File: config.mk
export PLATFORM = sky130hd
export DESIGN_NAME = axi4_stream_pkt_arb
export DESIGN_NICKNAME = d
export VERILOG_FILES = /design/src/rtl/axi4_stream_pkt_arb_rr_pick.sv /design/src/rtl/axi4_stream_pkt_arb.sv
export SDC_FILE = /design/constraint.sdc
export NUM_CORES = 1
export LEC_CHECK = 0
export ABC_AREA = 1
export CORE_UTILIZATION = 30
export CTS_BUF_LIST = sky130_fd_sc_hd__clkbuf_8
export DETAILED_ROUTE_END_ITERATION = 12
export HOLD_SLACK_MARGIN = 0.12
export PLACE_DENSITY_LB_ADDON = 0.2
export SKIP_CTS_REPAIR_TIMING = 1
export SLEW_MARGIN = 20
export SYNTH_ARGS = -nofsm -noshare
export SYNTH_HDL_FRONTEND = slang
export SYNTH_SLANG_ARGS = --single-unit
File: constraint.sdc
create_clock -name clk_i -period 2.9 [get_ports clk_i]
set_input_delay 0.435 -clock clk_i [delete_from_list [all_inputs] [get_ports clk_i]]
set_output_delay 0.435 -clock clk_i [all_outputs]
set_load 0.005 [all_outputs]
File: src/rtl/axi4_stream_pkt_arb_rr_pick.sv
// rr_pick: combinational round-robin picker returning the first request after the last-served index
module rr_pick #(
  parameter int N = 4,
  localparam int IW = $clog2(N)
) (
  input  logic [N-1:0]  req_i,
  input  logic [IW-1:0] last_i,
  output logic          found_o,
  output logic [IW-1:0] idx_o
);
  logic [IW-1:0] k;
  always_comb begin
    found_o = 1'b0;
    idx_o = '0;
    k = '0;
    for (int i = N; i >= 1; i--) begin
      k = IW'((int'(last_i) + i) % N);
      if (req_i[k]) begin
        found_o = 1'b1;
        idx_o = k;
      end
    end
  end
endmodule

File: src/rtl/axi4_stream_pkt_arb.sv
// axi4_stream_pkt_arb: packet-granular round-robin merge of N AXI4-stream sources onto one tagged output
module axi4_stream_pkt_arb #(
  parameter int N = 4,
  parameter int DW = 16,
  localparam int IW = $clog2(N),
  localparam int KW = DW / 8
) (
  input  logic            clk_i,
  input  logic            rstn_i,
  input  logic [N-1:0]    en_i,
  input  logic [N*DW-1:0] s_tdata_i,
  input  logic [N*KW-1:0] s_tkeep_i,
  input  logic [N-1:0]    s_tlast_i,
  input  logic [N-1:0]    s_tvalid_i,
  output logic [N-1:0]    s_tready_o,
  output logic [DW-1:0]   m_tdata_o,
  output logic [KW-1:0]   m_tkeep_o,
  output logic            m_tlast_o,
  output logic [IW-1:0]   m_tid_o,
  output logic            m_tvalid_o,
  input  logic            m_tready_i,
  output logic            busy_o,
  output logic [IW-1:0]   grant_o
);
  typedef enum logic {IDLE, PKT} state_e;
  state_e state_q, state_d;
  logic [IW-1:0] grant_q, grant_d, last_q, last_d, pick;
  logic found, busy;
  logic [DW-1:0] tdata_a [N];
  logic [KW-1:0] tkeep_a [N];
  for (genvar g = 0; g < N; g++) begin : g_unpack
    assign tdata_a[g] = s_tdata_i[g*DW +: DW];
    assign tkeep_a[g] = s_tkeep_i[g*KW +: KW];
  end
  rr_pick #(.N(N)) u_pick (
    .req_i   (s_tvalid_i & en_i),
    .last_i  (last_q),
    .found_o (found),
    .idx_o   (pick)
  );
  always_ff @(posedge clk_i) begin
    if (!rstn_i) begin
      state_q <= IDLE;
      grant_q <= '0;
      last_q  <= IW'(N - 1);
    end else begin
      state_q <= state_d;
      grant_q <= grant_d;
      last_q  <= last_d;
    end
  end
  always_comb begin
    busy = state_q == PKT;
    m_tdata_o = busy ? tdata_a[grant_q] : '0;
    m_tkeep_o = busy ? tkeep_a[grant_q] : '0;
    m_tlast_o = busy & s_tlast_i[grant_q];
    m_tvalid_o = busy & s_tvalid_i[grant_q];
    s_tready_o = (busy && m_tready_i) ? N'(1) << grant_q : '0;
    state_d = state_q;
    grant_d = grant_q;
    last_d = last_q;
    if (!busy && found) begin
      state_d = PKT;
      grant_d = pick;
      last_d = pick;
    end
    if (busy && m_tvalid_o && m_tready_i && m_tlast_o) state_d = IDLE;
  end
  assign busy_o = busy;
  assign grant_o = grant_q;
  assign m_tid_o = grant_q;
endmodule
Word-level counts from Yosys, hierarchy flattened
Cells that the tools add are included.
{"block": "word_totals", "regBits": 5, "input_bits": 87, "out_inout_bits": 29, "wordCells": 55}
{"block": "classes", "addsub": 4, "n_lt_le_gt_ge": 6, "shifts": 1, "n_mux": 29, "bitwise": 5, "reduce_logical": 7}
{"op": "2-to-1 mux 16 bit", "count": 3}
{"op": "binary-select mux 16 bit (select 2 bit)", "count": 1}
{"op": "< comparator 2 x 3 -> 1 bit, second input constant", "count": 5}
{"op": "2-to-1 mux 2 bit", "count": 7}
{"op": "binary-select mux 1 bit (select 2 bit)", "count": 6}
{"op": "2-to-1 mux 1 bit", "count": 10}
{"op": "logical AND 1 bit", "count": 5}
{"op": "adder 2 x 1 -> 2 bit, second input constant", "count": 2}
{"op": "adder 2 bit, second input constant", "count": 2}
{"op": "bitwise AND 4 bit", "count": 1}
{"op": "binary-select mux 2 bit (select 2 bit)", "count": 1}
{"op": "2-to-1 mux 4 bit", "count": 1}
{"op": "<< shifter 1 x 2 -> 4 bit, first input constant", "count": 1}
{"op": "greater-or-equal comparator 3 bit, second input constant", "count": 1}
{"op": "NOT 2 -> 3 bit", "count": 1}
{"op": "bitwise AND 1 bit", "count": 2}
{"op": "OR reduction 2 bit", "count": 1}
{"op": "zero test 1 bit", "count": 1}
{"op": "NOT 1 bit", "count": 1}

Logic depth before layout (Yosys ltp)
{"block": "depth", "depth_word": 8, "mapped_depth": 11}

By module
Synthesis repeated with hierarchy kept, for this count alone.
{"block": "unflattened", "cells_unflattened": 223, "hier_area_um2": 1614.0}
{"mod": "axi4_stream_pkt_arb", "instances": 1, "cells_per_inst": 172, "area_per_inst_um2": 1367.6, "seq_area_each_um2": 100.1}
{"mod": "rr_pick", "instances": 1, "cells_per_inst": 51, "area_per_inst_um2": 246.5, "seq_area_each_um2": 0.0}

Worst setup path before layout
Ideal clock, no wire load.
{"block": "synth_timing", "path_type": "register -> output", "from": "register grant_q[1], in the netlist grant_o[1]", "to": "output port m_tdata_o[10]", "arrival_time_ns": 1.162, "path_slack_ns": 1.303, "path_stages_with_launch": 7, "n_path_buf": 2, "path_cell_list": "dfxtp_1 -> inv_1 -> nor2_1 -> buf_2 -> buf_4 -> a22oi_1 -> a21oi_1"}
{"block": "synth_via", "elab_chain_len": 5}
{"item": "from (decl)", "line": "axi4_stream_pkt_arb.sv:27", "source": "logic [IW-1:0] grant_q, grant_d, last_q, last_d, pick;"}
{"item": "from (signal assigned)", "line": "axi4_stream_pkt_arb.sv:48", "source": "grant_q <= grant_d;"}
{"item": "NOT 2 -> 3 bit (implied by the code)", "line": "axi4_stream_pkt_arb.sv:54", "source": "m_tdata_o = busy ? tdata_a[grant_q] : '0;"}
{"item": "binary-select mux 16 bit (select 2 bit)", "line": "axi4_stream_pkt_arb.sv:54"}
{"item": "2-to-1 mux 16 bit (implied by the code) (2 in series)", "line": "axi4_stream_pkt_arb.sv:54"}
{"item": "2-to-1 mux 16 bit", "line": "axi4_stream_pkt_arb.sv:54"}
{"item": "to (decl)", "line": "axi4_stream_pkt_arb.sv:16", "source": "output logic [DW-1:0] m_tdata_o,"}
No other way between the ends. The select of a mux whose other input is x is not followed.

Worst setup path after layout
{"block": "layout_timing", "from": "register grant_q[0], in the netlist grant_o[0]", "to": "output port m_tlast_o"}
{"block": "layout_via", "elab_chain_len": 3}
{"item": "binary-select mux 1 bit (select 2 bit)", "line": "axi4_stream_pkt_arb.sv:56", "source": "m_tlast_o = busy & s_tlast_i[grant_q];"}
{"item": "2-to-1 mux 1 bit (implied by the code)", "line": "axi4_stream_pkt_arb.sv:56"}
{"item": "bitwise AND 1 bit", "line": "axi4_stream_pkt_arb.sv:56"}
{"item": "to (decl)", "line": "axi4_stream_pkt_arb.sv:18", "source": "output logic m_tlast_o,"}
No other way between the ends. The select of a mux whose other input is x is not followed.

==> results.txt <==
The fraction of registers with async set or reset after synthesis came out at 0%. nand2_1 is the most common cell in the netlist. Fraction of power spent switching nets: 43.9%.

After detailed routing, the total wire length is 4.53 mm. Setup repair after global routing left no endpoint under its margin. The synthesized design contains 5 register bits. For this design the ratio of total power to cell area is 542 nW/um^2. Data on the critical path is required at its endpoint by 2.47 ns.

The cell sitting at the root of the clock tree is a clkbuf_8. STA classifies the critical path endpoint as a primary output. By area the synthesized netlist is led by a22oi_1, nand2_1, a21oi_1, dfxtp_1, inv_1.

In this run the worst path has a maximum fanout of 20. Ratio of routed vias to standard cells: 5.11. The cell family with the largest share of critical-path delay was buffers and inverters. The number of enable flip-flop cells after synthesis is 0, and the total overflow reported by the global router is 0. The most used flip-flop cell after synthesis is dfxtp_1. After clock tree synthesis, the clock-pin slew on the worst setup and hold paths is 0.04 ns. The signal on the critical path passes through nand2_1 > inv_1 > nand2_1 > a41oi_2 > clkdlybuf4s50_1. The area growth from synthesis to final layout works out to 122%. The cell that appears most often on the critical path is nand2_1.

The peak ir drop on the vdd network is 0.475 mV, and the final period demand of the worst path is 2.62 ns. The layout cell share with drive strength beyond 1 works out to 5.93%. The synthesized area was 975 um^2. Summed over all cells, the static leakage comes to 0.000860 uW. The maximum single-stage delay on the critical path was 0.54 ns; the data arrival time at the worst-slack endpoint was 2.18 ns. The multi-input combinational cells in the finished layout cover a total of 752 um^2.

Once layout is complete, the cells apart from fillers number 314. The netlist uses 24 different library cells. The internal power of the cells totals 659 uW. The clock latency on the worst-skew pair was 0.22 ns; the number of DRC violations after detailed routing was 0. At the pin with the least slew margin, the transition time is 0.729 ns. Counting both buffers and inverters, the worst setup path holds a total of 2. The mean cell area of the mapped netlist was 6.05 um^2; the number of hold violations in the final report was 0. The die footprint was 3480 um^2; the largest buffer count on any clock path was 2. Detailed routing inserted a total of 1605 vias. The vertical die dimension works out to 59 um. The floorplan row count was 20. The effective utilization at floorplan is 31.7%, and the core box area is 3080 um^2. The layout has 273 filler cells. Width of the die: 59 um. The critical path launch point type is a flip-flop. The highest clock frequency the design can meet was 0.382 GHz; the number of iterations in the first detailed-routing pass was 4. The relative slew slack is 51.4%.

For the register area share after synthesis, the log shows 10.3%. The number of placed instances, taps included, is 310. The commonest cells after synthesis are nand2_1, a22oi_1, a21oi_1.

In this run the worst hold path is classified as reg -> reg. Number of antenna violations at the first check in global routing: 0. The last weighted congestion value of the routability-driven placer came out at 0.856. Entering global routing, the biggest net connects 21 pins. The run gives 161 as the cell count after synthesis.

The slowest stage of the critical path is the clkdlybuf4s50_1 cell. The tools report the number of slew-limit violations in the final report as 0. Counting every net in the synthesized netlist gives 248. The power share of the sequential group came out at 12.4%. Once detail routing completed, the nets flagged for antenna violations numbered 0.

The net switching power is 515 uW. TritonCTS built the clock tree. The number of antenna repair diodes is 0, and the via count of the first global-routing pass is 1455. The wire length of the first global-routing pass came out at 6.72 mm. Of the total power, combinational logic draws 76.7%. After detailed routing, the average wire length per cell comes to 14.4 um. The tree built by TritonCTS fans out to 5 sinks. Setup violations remaining at the end of the flow were counted as 0. The critical path is of the reg -> out type.

The logs give 0 for the count of warnings emitted by yosys and 10.9% for the proportion of power drawn by the clock network. The run finished with clean final reports. The aggregate global-route resource usage was 25.0%; the starting DRC count in detailed routing was 80. The logs give 1 for the number of H-tree levels and 0.00440 ns for the final setup skew. Registers take 100 um^2. The largest total area in the synthesized netlist belongs to a22oi_1. Detailed placement finished with a half-perimeter wire length of 3.59 mm. Dividing the final minimum period by the clock period gives 90.2%. The number of ports placed on the die boundary came out at 116. Max-cap violations in this run came to 0. In this run, CTS created clock tree buffers numbering 3. In the final design database the tool counted 358 nets. The number of buffers inserted by port buffering works out to 115. Share of the synthesized area in the top cell type: 27.7%.

In the final timing run, aggregate negative setup slack is 0 ns.
-- cells by family after synthesis --
family	share of synthesized area [%]
compound gates	46.5
xor+xnor	3.34
buf+inv	12.6
flops	10.3
simple gates	27.3
-- final cells by class --
class,instances,area share [%]
repair buffers,118,54.2
multi-input cells,132,34.7
flip-flops and latches,5,4.62
well taps,44,2.54
clock buffers,3,1.91
inverters,11,1.91
clock inverters,1,0.173
-- power by group through the flow --
stage | Sequential [uW] | Combinational [uW] | Clock, uW
after detailed placement | 147 | 899 | 0
after CTS | 146 | 905 | 132
after global placement | 146 | 892 | 0
final | 145 | 900 | 128
after floorplan | 124 | 539 | 0
after global routing | 153 | 983 | 135
-- worst min-delay path, stage by stage, from the launching register on --
cell	delay (ns)
dfxtp_1	0.35
nand2_1	0.09
a21oi_1	0.06
-- stage by stage --
stage	worst slack, ns	utilization (%)	area (um^2)	power [uW]	hold slack [ns]
3_5_place_dp	0.518	68.9	2120	1050	0.549
6_report	0.283	70.4	2170	1170	0.549
2_1_floorplan	1.30	-	975	663	0.520
4_1_cts	0.256	70.4	2170	1180	0.551
3_3_place_gp	0.564	68.9	2120	1040	0.539
5_1_grt	0.0706	70.4	2170	1270	0.595
-- sequential cells by signal (all words and copies together) (netlist names) --
register / count
last_q: 2
grant_o: 2
busy_o: 1
-- per-layer routing --
layer / GRT usage, % / vias up / wire length, um
li1: - / 793 / -
met1: 33.6 / 740 / 1990
met2: 40.9 / 64 / 2150
met3: 5.24 / 8 / 324
met4: 6.12 / 0 / 66
met5: 0 / - / 0
-- worst paths after layout --
kind                   start  slack (ns)    endpoint  cells after the start
setup / recovery  grant_o[0]        0.28   m_tlast_o                      5
hold / removal    grant_o[1]        0.55  grant_o[1]                      2
setup reg to reg   last_q[0]        1.13  grant_o[0]                     10
hold reg to reg   grant_o[1]        0.55  grant_o[1]                      2
-- cell usage in the layout, fill, tap and decap left out --
cell type | Yosys | final
clkbuf_8 | 0 | 3
a21o_1 | 1 | 1
a21oi_2 | 1 | 1
xor2_2 | 1 | 1
a41oi_2 | 1 | 1
nand2_1 | 43 | 43
nand3_1 | 6 | 6
buf_4 | 5 | 3
clkdlybuf4s50_1 | 0 | 115
nand3_2 | 1 | 1
o211ai_1 | 1 | 1
nor2_2 | 1 | 1
nand2_2 | 3 | 3
nor3_1 | 2 | 2
a22oi_1 | 36 | 36
inv_1 | 11 | 12
a21oi_1 | 20 | 20
o21ai_0 | 4 | 4
dfxtp_1 | 5 | 5
o21ai_4 | 1 | 1
a31oi_1 | 1 | 1
xnor2_2 | 1 | 1
nor2_1 | 8 | 8
Power figures use the tool's default switching activity.
